## src/rtl/mdu_pkg.sv

```systemverilog
// Shared encodings and sizing constants for the multiply/divide unit.
package mdu_pkg;

  localparam int MDU_XLEN        = 32;
  localparam int MDU_ITER_CYCLES = 32;
  localparam int MDU_CNT_W       = $clog2(MDU_ITER_CYCLES + 1);
  // start sampled in cycle 0, done pulse in this cycle
  localparam int MDU_LATENCY     = MDU_ITER_CYCLES + 3;

  // bit 1 selects divide, bit 0 selects unsigned
  typedef enum logic [1:0] {
    MDU_MULT  = 2'b00,
    MDU_MULTU = 2'b01,
    MDU_DIV   = 2'b10,
    MDU_DIVU  = 2'b11
  } mdu_op_e;

  typedef enum logic [2:0] {
    ST_IDLE  = 3'd0,
    ST_PREP  = 3'd1,
    ST_ITER  = 3'd2,
    ST_FIXUP = 3'd3,
    ST_DONE  = 3'd4
  } mdu_state_e;

endpackage

```

## src/rtl/mdu_iter_step.sv

```systemverilog
// One shift-add multiply or restoring-divide iteration, purely combinational.
// hi/lo form the 2*XLEN working register: accumulator:multiplier for
// multiply, remainder:quotient for divide.
module mdu_iter_step #(
  parameter int XLEN = 32
) (
  input  logic            is_div,
  input  logic [XLEN-1:0] hi_i,
  input  logic [XLEN-1:0] lo_i,
  input  logic [XLEN-1:0] opb_i,
  output logic [XLEN-1:0] hi_o,
  output logic [XLEN-1:0] lo_o
);

  logic [XLEN:0]   add_sum;
  logic [XLEN:0]   add_sel;
  logic [XLEN:0]   rem_shift;
  logic            trial_ge;
  logic [XLEN-1:0] rem_sub;

  // Select multiply add/shift or divide trial-subtract for this iteration
  always_comb begin
    // 33-bit add keeps the carry that is shifted back into the accumulator
    add_sum   = {1'b0, hi_i} + {1'b0, opb_i};
    add_sel   = lo_i[0] ? add_sum : {1'b0, hi_i};
    // remainder shifted left by one, pulling in the next dividend bit
    rem_shift = {hi_i, lo_i[XLEN-1]};
    // 33-bit trial: the shifted remainder can exceed XLEN bits
    trial_ge  = (rem_shift >= {1'b0, opb_i});
    // when the trial succeeds the difference is below the divisor, so it fits
    rem_sub   = rem_shift[XLEN-1:0] - opb_i;
    if (is_div) begin
      hi_o = trial_ge ? rem_sub : rem_shift[XLEN-1:0];
      lo_o = {lo_i[XLEN-2:0], trial_ge};
    end else begin
      hi_o = add_sel[XLEN:1];
      lo_o = {add_sel[0], lo_i[XLEN-1:1]};
    end
  end

endmodule

```

## src/rtl/mult_div_sequencer.sv

```systemverilog
// Multi-cycle MIPS MULT/MULTU/DIV/DIVU unit owning HI/LO, with pipeline stall.
module mult_div_sequencer
  import mdu_pkg::*;
#(
  parameter int XLEN        = MDU_XLEN,
  parameter int ITER_CYCLES = MDU_ITER_CYCLES
) (
  input  logic            clk,
  input  logic            rst,
  input  logic            start,
  input  logic [1:0]      op,
  input  logic [XLEN-1:0] a_in,
  input  logic [XLEN-1:0] b_in,
  input  logic            mthi,
  input  logic            mtlo,
  input  logic [XLEN-1:0] wdata,
  input  logic            mfhi,
  input  logic            mflo,
  output logic [XLEN-1:0] hi,
  output logic [XLEN-1:0] lo,
  output logic            busy,
  output logic            done,
  output logic            stall
);

  localparam int CNT_W = $clog2(ITER_CYCLES + 1);

  mdu_state_e        state_q, state_d;
  logic [CNT_W-1:0]  cnt_q, cnt_d;
  logic [XLEN-1:0]   hi_q, hi_d;
  logic [XLEN-1:0]   lo_q, lo_d;
  logic              busy_q, busy_d;
  logic              done_q, done_d;

  // datapath state: no reset needed, always loaded before use
  logic [1:0]        op_q, op_d;
  logic [XLEN-1:0]   a_q, a_d;         // original dividend, kept for divide-by-zero
  logic [XLEN-1:0]   opb_q, opb_d;     // raw b until PREP, then multiplicand/divisor
  logic [XLEN-1:0]   acc_hi_q, acc_hi_d;
  logic [XLEN-1:0]   acc_lo_q, acc_lo_d;
  logic              neg_a_q, neg_a_d;
  logic              neg_b_q, neg_b_d;

  logic              accept;
  logic              is_signed;
  logic [XLEN-1:0]   mag_a;
  logic [XLEN-1:0]   mag_b;
  logic [2*XLEN-1:0] prod;
  logic [XLEN-1:0]   quo;
  logic [XLEN-1:0]   rem;
  logic [XLEN-1:0]   step_hi;
  logic [XLEN-1:0]   step_lo;

  mdu_iter_step #(.XLEN(XLEN)) u_step (
    .is_div (op_q[1]),
    .hi_i   (acc_hi_q),
    .lo_i   (acc_lo_q),
    .opb_i  (opb_q),
    .hi_o   (step_hi),
    .lo_o   (step_lo)
  );

  // Next-state, datapath and HI/LO update for the whole sequence
  always_comb begin
    state_d   = state_q;
    cnt_d     = cnt_q;
    hi_d      = hi_q;
    lo_d      = lo_q;
    op_d      = op_q;
    a_d       = a_q;
    opb_d     = opb_q;
    acc_hi_d  = acc_hi_q;
    acc_lo_d  = acc_lo_q;
    neg_a_d   = neg_a_q;
    neg_b_d   = neg_b_q;
    accept    = start && (state_q == ST_IDLE || state_q == ST_DONE);
    is_signed = ~op_q[0];
    mag_a     = a_q;
    mag_b     = opb_q;
    prod      = {acc_hi_q, acc_lo_q};
    quo       = acc_lo_q;
    rem       = acc_hi_q;

    case (state_q)
      ST_IDLE, ST_DONE: begin
        if (accept) begin
          // a new operation beats any MTHI/MTLO on the same edge
          state_d = ST_PREP;
          op_d    = op;
          a_d     = a_in;
          opb_d   = b_in;
        end else begin
          state_d = ST_IDLE;
          if (mthi) hi_d = wdata;
          if (mtlo) lo_d = wdata;
        end
      end
      ST_PREP: begin
        neg_a_d  = is_signed & a_q[XLEN-1];
        neg_b_d  = is_signed & opb_q[XLEN-1];
        // two's-complement negate; the most negative value maps to itself
        // and is then read as an unsigned magnitude
        mag_a    = neg_a_d ? (~a_q + 1'b1) : a_q;
        mag_b    = neg_b_d ? (~opb_q + 1'b1) : opb_q;
        acc_hi_d = '0;
        if (op_q[1]) begin
          acc_lo_d = mag_a;
          opb_d    = mag_b;
        end else begin
          acc_lo_d = mag_b;
          opb_d    = mag_a;
        end
        cnt_d   = '0;
        state_d = ST_ITER;
      end
      ST_ITER: begin
        acc_hi_d = step_hi;
        acc_lo_d = step_lo;
        cnt_d    = cnt_q + 1'b1;
        if (cnt_q == CNT_W'(ITER_CYCLES - 1)) state_d = ST_FIXUP;
      end
      ST_FIXUP: begin
        if (!op_q[1]) begin
          if (is_signed && (neg_a_q ^ neg_b_q)) prod = ~prod + 1'b1;
          hi_d = prod[2*XLEN-1:XLEN];
          lo_d = prod[XLEN-1:0];
        end else if (opb_q == '0) begin
          // divide by zero: fixed result, no sign correction
          hi_d = a_q;
          lo_d = '1;
        end else begin
          if (is_signed && (neg_a_q ^ neg_b_q)) quo = ~quo + 1'b1;
          if (is_signed && neg_a_q)             rem = ~rem + 1'b1;
          hi_d = rem;
          lo_d = quo;
        end
        state_d = ST_DONE;
      end
      default: state_d = ST_IDLE;
    endcase

    busy_d = (state_d == ST_PREP) || (state_d == ST_ITER) || (state_d == ST_FIXUP);
    done_d = (state_d == ST_DONE);
  end

  // Control state and architectural HI/LO, cleared by reset from any state
  always_ff @(posedge clk) begin
    if (rst) begin
      state_q <= ST_IDLE;
      cnt_q   <= '0;
      hi_q    <= '0;
      lo_q    <= '0;
      busy_q  <= 1'b0;
      done_q  <= 1'b0;
    end else begin
      state_q <= state_d;
      cnt_q   <= cnt_d;
      hi_q    <= hi_d;
      lo_q    <= lo_d;
      busy_q  <= busy_d;
      done_q  <= done_d;
    end
  end

  // Working operands and accumulator for the in-flight operation
  always_ff @(posedge clk) begin
    op_q     <= op_d;
    a_q      <= a_d;
    opb_q    <= opb_d;
    acc_hi_q <= acc_hi_d;
    acc_lo_q <= acc_lo_d;
    neg_a_q  <= neg_a_d;
    neg_b_q  <= neg_b_d;
  end

  assign hi    = hi_q;
  assign lo    = lo_q;
  assign busy  = busy_q;
  assign done  = done_q;
  assign stall = busy_q & (start | mfhi | mflo | mthi | mtlo);

endmodule
```

## config.mk

```make
export PLATFORM = sky130hd
export DESIGN_NAME = mult_div_sequencer
export DESIGN_NICKNAME = d
export VERILOG_FILES = /design/src/rtl/mdu_pkg.sv /design/src/rtl/mdu_iter_step.sv /design/src/rtl/mult_div_sequencer.sv
export SDC_FILE = /design/constraint.sdc
export NUM_CORES = 1
export LEC_CHECK = 0
export ABC_CLOCK_PERIOD_IN_PS = 4200
export CORE_MARGIN = 8
export CORE_UTILIZATION = 40
export CTS_BUF_LIST = sky130_fd_sc_hd__clkbuf_4
export CTS_CLUSTER_DIAMETER = 50
export DETAILED_ROUTE_END_ITERATION = 16
export SYNTH_ARGS = -nofsm -noshare
export SYNTH_HDL_FRONTEND = slang
export SYNTH_SLANG_ARGS = --single-unit
export TNS_END_PERCENT = 1
```

## constraint.sdc

```tcl
create_clock -name clk -period 4.2 [get_ports clk]
set_clock_uncertainty 0.2 [all_clocks]
set_input_delay 0.84 -clock clk [delete_from_list [all_inputs] [get_ports clk]]
set_output_delay 0.84 -clock clk [all_outputs]
set_load 0.005 [all_outputs]
```

## Yosys cells after proc, flatten, opt, wreduce, memory -nomap -nowiden

Cells that the tools add are included.

| operators by class | value |
|---|---|
| $lt $le $gt $ge | 1 |
| bitwise gates (word level) | 14 |
| mux-type cells | 29 |
| add/sub/neg operators | 8 |
| eq/ne operators | 13 |
| reductions and logical operators | 16 |

Operator list:

| cell | count |
|---|---|
| $mux W32 | 18 |
| $pmux W32 S2 | 5 |
| $add A32 B1 Y32 const B | 4 |
| $not A32 Y32 | 4 |
| $add A64 B1 Y64 const B | 1 |
| $mux W64 | 1 |
| $not A64 Y64 | 1 |
| $add A32 B32 Y33 | 1 |
| $ge A33 B32 Y1 | 1 |
| $mux W33 | 1 |
| $logic_not A32 Y1 | 1 |
| $sub A32 B32 Y32 | 1 |
| $eq A3 B2 Y1 const B | 4 |
| $pmux W3 S4 | 1 |
| $pmux W6 S2 | 1 |
| $ne A2 B2 Y1 const B | 4 |
| $add A6 B1 Y6 const B | 1 |
| $eq A3 B1 Y1 const B | 2 |
| $eq A3 B3 Y1 const B | 2 |
| $eq A6 B5 Y1 const B | 1 |
| $reduce_and A3 Y1 | 2 |
| $reduce_bool A2 Y1 | 3 |
| $or A1 B1 Y1 | 4 |
| $reduce_and A2 Y1 | 2 |
| other kinds (9) | 15 |

| storage, ports and cells | value |
|---|---|
| input port bits | 105 |
| register bits after elaboration | 207 |
| word-level logic and storage cells | 94 |
| output and inout port bits | 67 |

## Logic depth before layout (Yosys ltp)

| depth | value |
|---|---|
| depth after elaboration | 8 |
| depth in mapped cells | 14 |
| gate-level depth less buffers | 14 |

## By module

A second synthesis with hierarchy kept.

| unflattened totals | value |
|---|---|
| cells, all modules | 2145 |
| area, all modules | 17623.2 um^2 |

Modules (own cells, without submodules):

| module | area an instance (um^2) | sequential area each (um^2) | instances | cells an instance |
|---|---|---|---|---|
| mult_div_sequencer | 12824.8 | 5465.2 | 1 | 1447 |
| mdu_iter_step | 4798.4 | 0.0 | 1 | 698 |

## Worst setup path before layout

No wires, ideal clock.

| path | value |
|---|---|
| path kind | register -> register |
| start | register acc_lo_q[31] |
| end | register acc_hi_q[30], data pin |
| data arrival time | 3.201 ns |
| clock period less this slack | 3.658 ns |
| setup time | 0.257 ns |
| path buffers | 0 |
| required time | 3.743 ns |
| cell stages (with the launch flop) | 15 |
| slack | 0.542 ns |
| cell sequence | edfxtp_1 inv_1 ha_1 inv_1 fa_1 a211oi_1 o21a_1 nor4b_1 a2111oi_0 o32ai_1 or2_1 a221oi_1 xnor2_1 mux2_2 a32o_1 |

| between the ends | value |
|---|---|
| cells in the longest elaborated chain, start to end | 4 |
| elaborated cells on any way between the ends | 5 |
| classes of those cells | 1 x add/sub; 1 x order compare; 3 x mux |

RTL lines:

| item | line | text |
|---|---|---|
| start, declared | mult_div_sequencer.sv:40 | `logic [XLEN-1:0] acc_lo_q, acc_lo_d;` |
| start signal, assigned | mult_div_sequencer.sv:171 | `acc_lo_q <= acc_lo_d;` |
| $sub A32 B32 Y32 or $ge A33 B32 Y1 (tied branches) | mdu_iter_step.sv:31, mdu_iter_step.sv:29 |  |
| $mux W32 (*) | mdu_iter_step.sv:33 | `hi_o = trial_ge ? rem_sub : rem_shift[XLEN-1:0];` |
| $mux W32 (*) | mdu_iter_step.sv:32 | `if (is_div) begin` |
| $pmux W32 S2 (*) | mult_div_sequencer.sv:84 | `case (state_q)` |
| end signal, assigned | mult_div_sequencer.sv:170 | `acc_hi_q <= acc_hi_d;` |
| end, declared | mult_div_sequencer.sv:39 | `logic [XLEN-1:0] acc_hi_q, acc_hi_d;` |

Every way passes the cells marked *; elsewhere a longest branch is shown, timed or not.
A chain may end at the register's enable or synchronous reset.

## Worst setup path in the final report

| path | value |
|---|---|
| start | register opb_q[7] |
| end | register acc_hi_q[8], data pin |

| between the ends | value |
|---|---|
| cells in the longest elaborated chain, start to end | 4 |
| elaborated cells on any way between the ends | 7 |
| classes of those cells | 2 x add/sub; 1 x order compare; 4 x mux |

RTL lines:

| item | line | text |
|---|---|---|
| start, declared | mult_div_sequencer.sv:38 | `logic [XLEN-1:0] opb_q, opb_d;` |
| start signal, assigned | mult_div_sequencer.sv:169 | `opb_q <= opb_d;` |
| $add A32 B32 Y33 (tied with other cells) | mdu_iter_step.sv:24 | `add_sum = {1'b0, hi_i} + {1'b0, opb_i};` |
| $mux W33 or $mux W32 (tied branches) | mdu_iter_step.sv:25, mdu_iter_step.sv:33 |  |
| $mux W32 (*) | mdu_iter_step.sv:32 |  |
| $pmux W32 S2 (*) | mult_div_sequencer.sv:84 |  |

Marked as above.

==> impl_metrics.tcl <==
set metrics [dict create \
    portBuffers 171 \
    synth_edf_count 132 \
    io_pins 172 \
    fillers 3927 \
    synth_ff_type "edfxtp_1" \
    grt-ovfl-total 0 \
    area_delta_synth_final_pct 20.76 \
    ys_seq_area_frac 0.3286 \
    ys_seq_elements 207 \
    grt_antenna_before_repair 1 \
    grt_max_degree 121 \
    drc 0 \
    grt_first_pass_wirelength_um 92650 \
    rsz0062_at_grt "false" \
    maxSlewViolCount 0 \
    status "finished, final reports clean" \
    drt_iter0_drc 1664 \
    cts_tree "done" \
    finalCriticalPeriod_ps 3949 \
    htree_num_levels 2 \
    finalHoldViolCount 0 \
    cp_max_fo 13 \
    syn_area_um2 16630 \
    fin_tns_setup_ps 0 \
    layout_common_cells "a21oi_1 (196), nand2_1 (190), clkdlybuf4s50_1 (170), o21ai_0 (152), nor2_1 (143)" \
    avgSynthCellArea_um2 8.635 \
    critPathCaptureType "flip-flop" \
    synth_fp_nets 2102 \
    multiInputGateArea_um2 10460 \
    place_congestion 0.9376 \
    worstPathRequired_ps 4510 \
    clock.fmax_mhz 253.2 \
    layout-drive-gt1-share 0.1221 \
    rows 74 \
    tightest_slew_ps 1113 \
    core_area_um2 40920 \
    drt_wl_total_um 61630 \
    vias 16290 \
    fin_crit_sh 0.9403 \
    regArea_um2 5465 \
    cts-resized-gates 0 \
    hpwl_um 47210 \
    final_common_cell "a21oi_1" \
    async_reset_ff_frac 0 \
    wl_per_cell_um 22.87 \
    die-area_um2 48360 \
    dieHeight_um 219.9 \
    grt_util_all_layers 0.2469 \
    maxCapViolCount 0 \
    fin_nets 2294 \
    worst_slew_margin_rel 0.2583 \
    total_power_mw 7.421 \
    start_util 0.4064 \
    setup_viol_count_final 0 \
    hold_path_class "reg2reg" \
    max-vdd-ir-drop_v 0.0001675 \
    vias_per_cell 6.045 \
    yosysUniqueCellTypes 77 \
    yosysWarningCount 0 \
    drtAntennaViolNets 0 \
    cts_sinks 207 \
    cp-start-kind "flip-flop" \
    cts_setup_buffers 0 \
    postCtsHoldBufs 0 \
    drt_pre_antenna_iters 6 \
    cts.clk_slew.worst_paths_ps 60 \
    cts_buffer_depth 3 \
    cts_root_buffer "clkbuf_4" \
    clk_latency_ps 820 \
    syn_inst 1926 \
    arrival_ps 4260 \
    leakage_nw 7.545 \
    path_class "reg2reg" \
    p_per_area_nw_per_um2 369.5 \
    cts_buffers 60 \
    die-width_um 219.9 \
    grt_pass1_vias 15500 \
]
-- metrics by stage --
| stage | utilization | cells | area [µm²] | setup slack (ps) | hold slack, ps |
|---|---|---|---|---|---|
| 2_1_floorplan | - | 1926 | 16630 | 542.4 | 238.3 |
| 3_3_place_gp | 0.4704 | 2588 | 19250 | 227.8 | 240.5 |
| 3_5_place_dp | 0.4704 | 2588 | 19250 | 251.7 | 244.9 |
| 4_1_cts | 0.4903 | 2694 | 20070 | 244.7 | 253.3 |
| 5_1_grt | 0.4908 | 2695 | 20080 | 55.69 | 265.4 |
| 6_report | 0.4908 | 2695 | 20080 | 250.8 | 249.5 |
-- state kept, by name, indices dropped and copies added (netlist names), 2 cells and up --
name	flops
opb_q	32
cnt_q	6
op_q	2
acc_lo_q	32
state_q	3
hi	32
a_q	32
acc_hi_q	32
lo	32
-- worst max-delay path: stages (launching register included) --
cell and delay (ps):
edfxtp_1 480, inv_1 80, ha_1 410, and3_1 300
nand4_1 190, a211oi_1 220, nor3_1 140, o21a_1 230
o2bb2ai_1 190, a31oi_4 510, buf_4 300, mux2i_1 290
a21oi_1 110
-- cell families after synthesis --
group                      Yosys count  share of synthesized area
DFF                                207                     0.3286
adders and majority gates           71                    0.05432
muxes                               98                    0.08396
and+or+nand+nor                    564                     0.1634
buffers and inverters              195                    0.04514
xor gates and xnor gates           193                     0.1016
AOI/OAI and AO/OA                  598                     0.2229
-- cell usage after synthesis, drive strengths merged, types with 19 or more instances --
master	n	area, µm²
buf	21	97.60
o21ai	154	770.7
mux4	32	720.7
or3	19	123.9
nand2	191	716.9
nand3	27	135.1
nor4	20	158.9
a21oi	196	980.9
o221ai	30	262.8
nor3	52	260.3
xor2	75	656.9
xnor2	118	1033
nor2	145	546.8
o21a	19	142.6
ha	69	863.3
a22oi	36	270.3
inv	63	236.5
a211oi	41	307.8
dfxtp	75	1501
clkbuf	110	412.9
edfxtp	132	3964
mux2i	54	540.5
a31oi	28	181.4
-- layer usage --
layer | vias to the layer above | track usage | routed length (µm)
li1 | 7572 | - | -
met2 | 753 | 0.3794 | 26850
met5 | - | 0 | 0
met1 | 7851 | 0.3464 | 27760
met3 | 116 | 0.03784 | 5142
met4 | 0 | 0.09236 | 1875
-- final timing paths --
kind | end | slack, ps | cells after the start | start
max | acc_hi_q[8] | 250 | 12 | opb_q[7]
min | lo[4] | 250 | 2 | lo[4]
max reg2reg | acc_hi_q[8] | 250 | 12 | opb_q[7]
min reg2reg | lo[4] | 250 | 2 | lo[4]
-- power by group --
group | switching [mW] | total, mW | internal (mW)
clock network | 0.937 | 2.08 | 1.14
logic | 1.56 | 2.73 | 1.17
registers | 0.213 | 2.61 | 2.40
total | 2.71 | 7.42 | 4.71
-- cell type report --
cell class              instances  share of cell area
diodes                          1           0.0001246
flip-flops and latches        207              0.2721
well taps                     532             0.03314
multi-input cells            1524              0.5210
inverters                      64             0.01196
clock buffers                  89             0.03327
repair buffers                261              0.1211
clock inverters                17            0.007289
No activity file was read; power rests on OpenSTA's default activity.
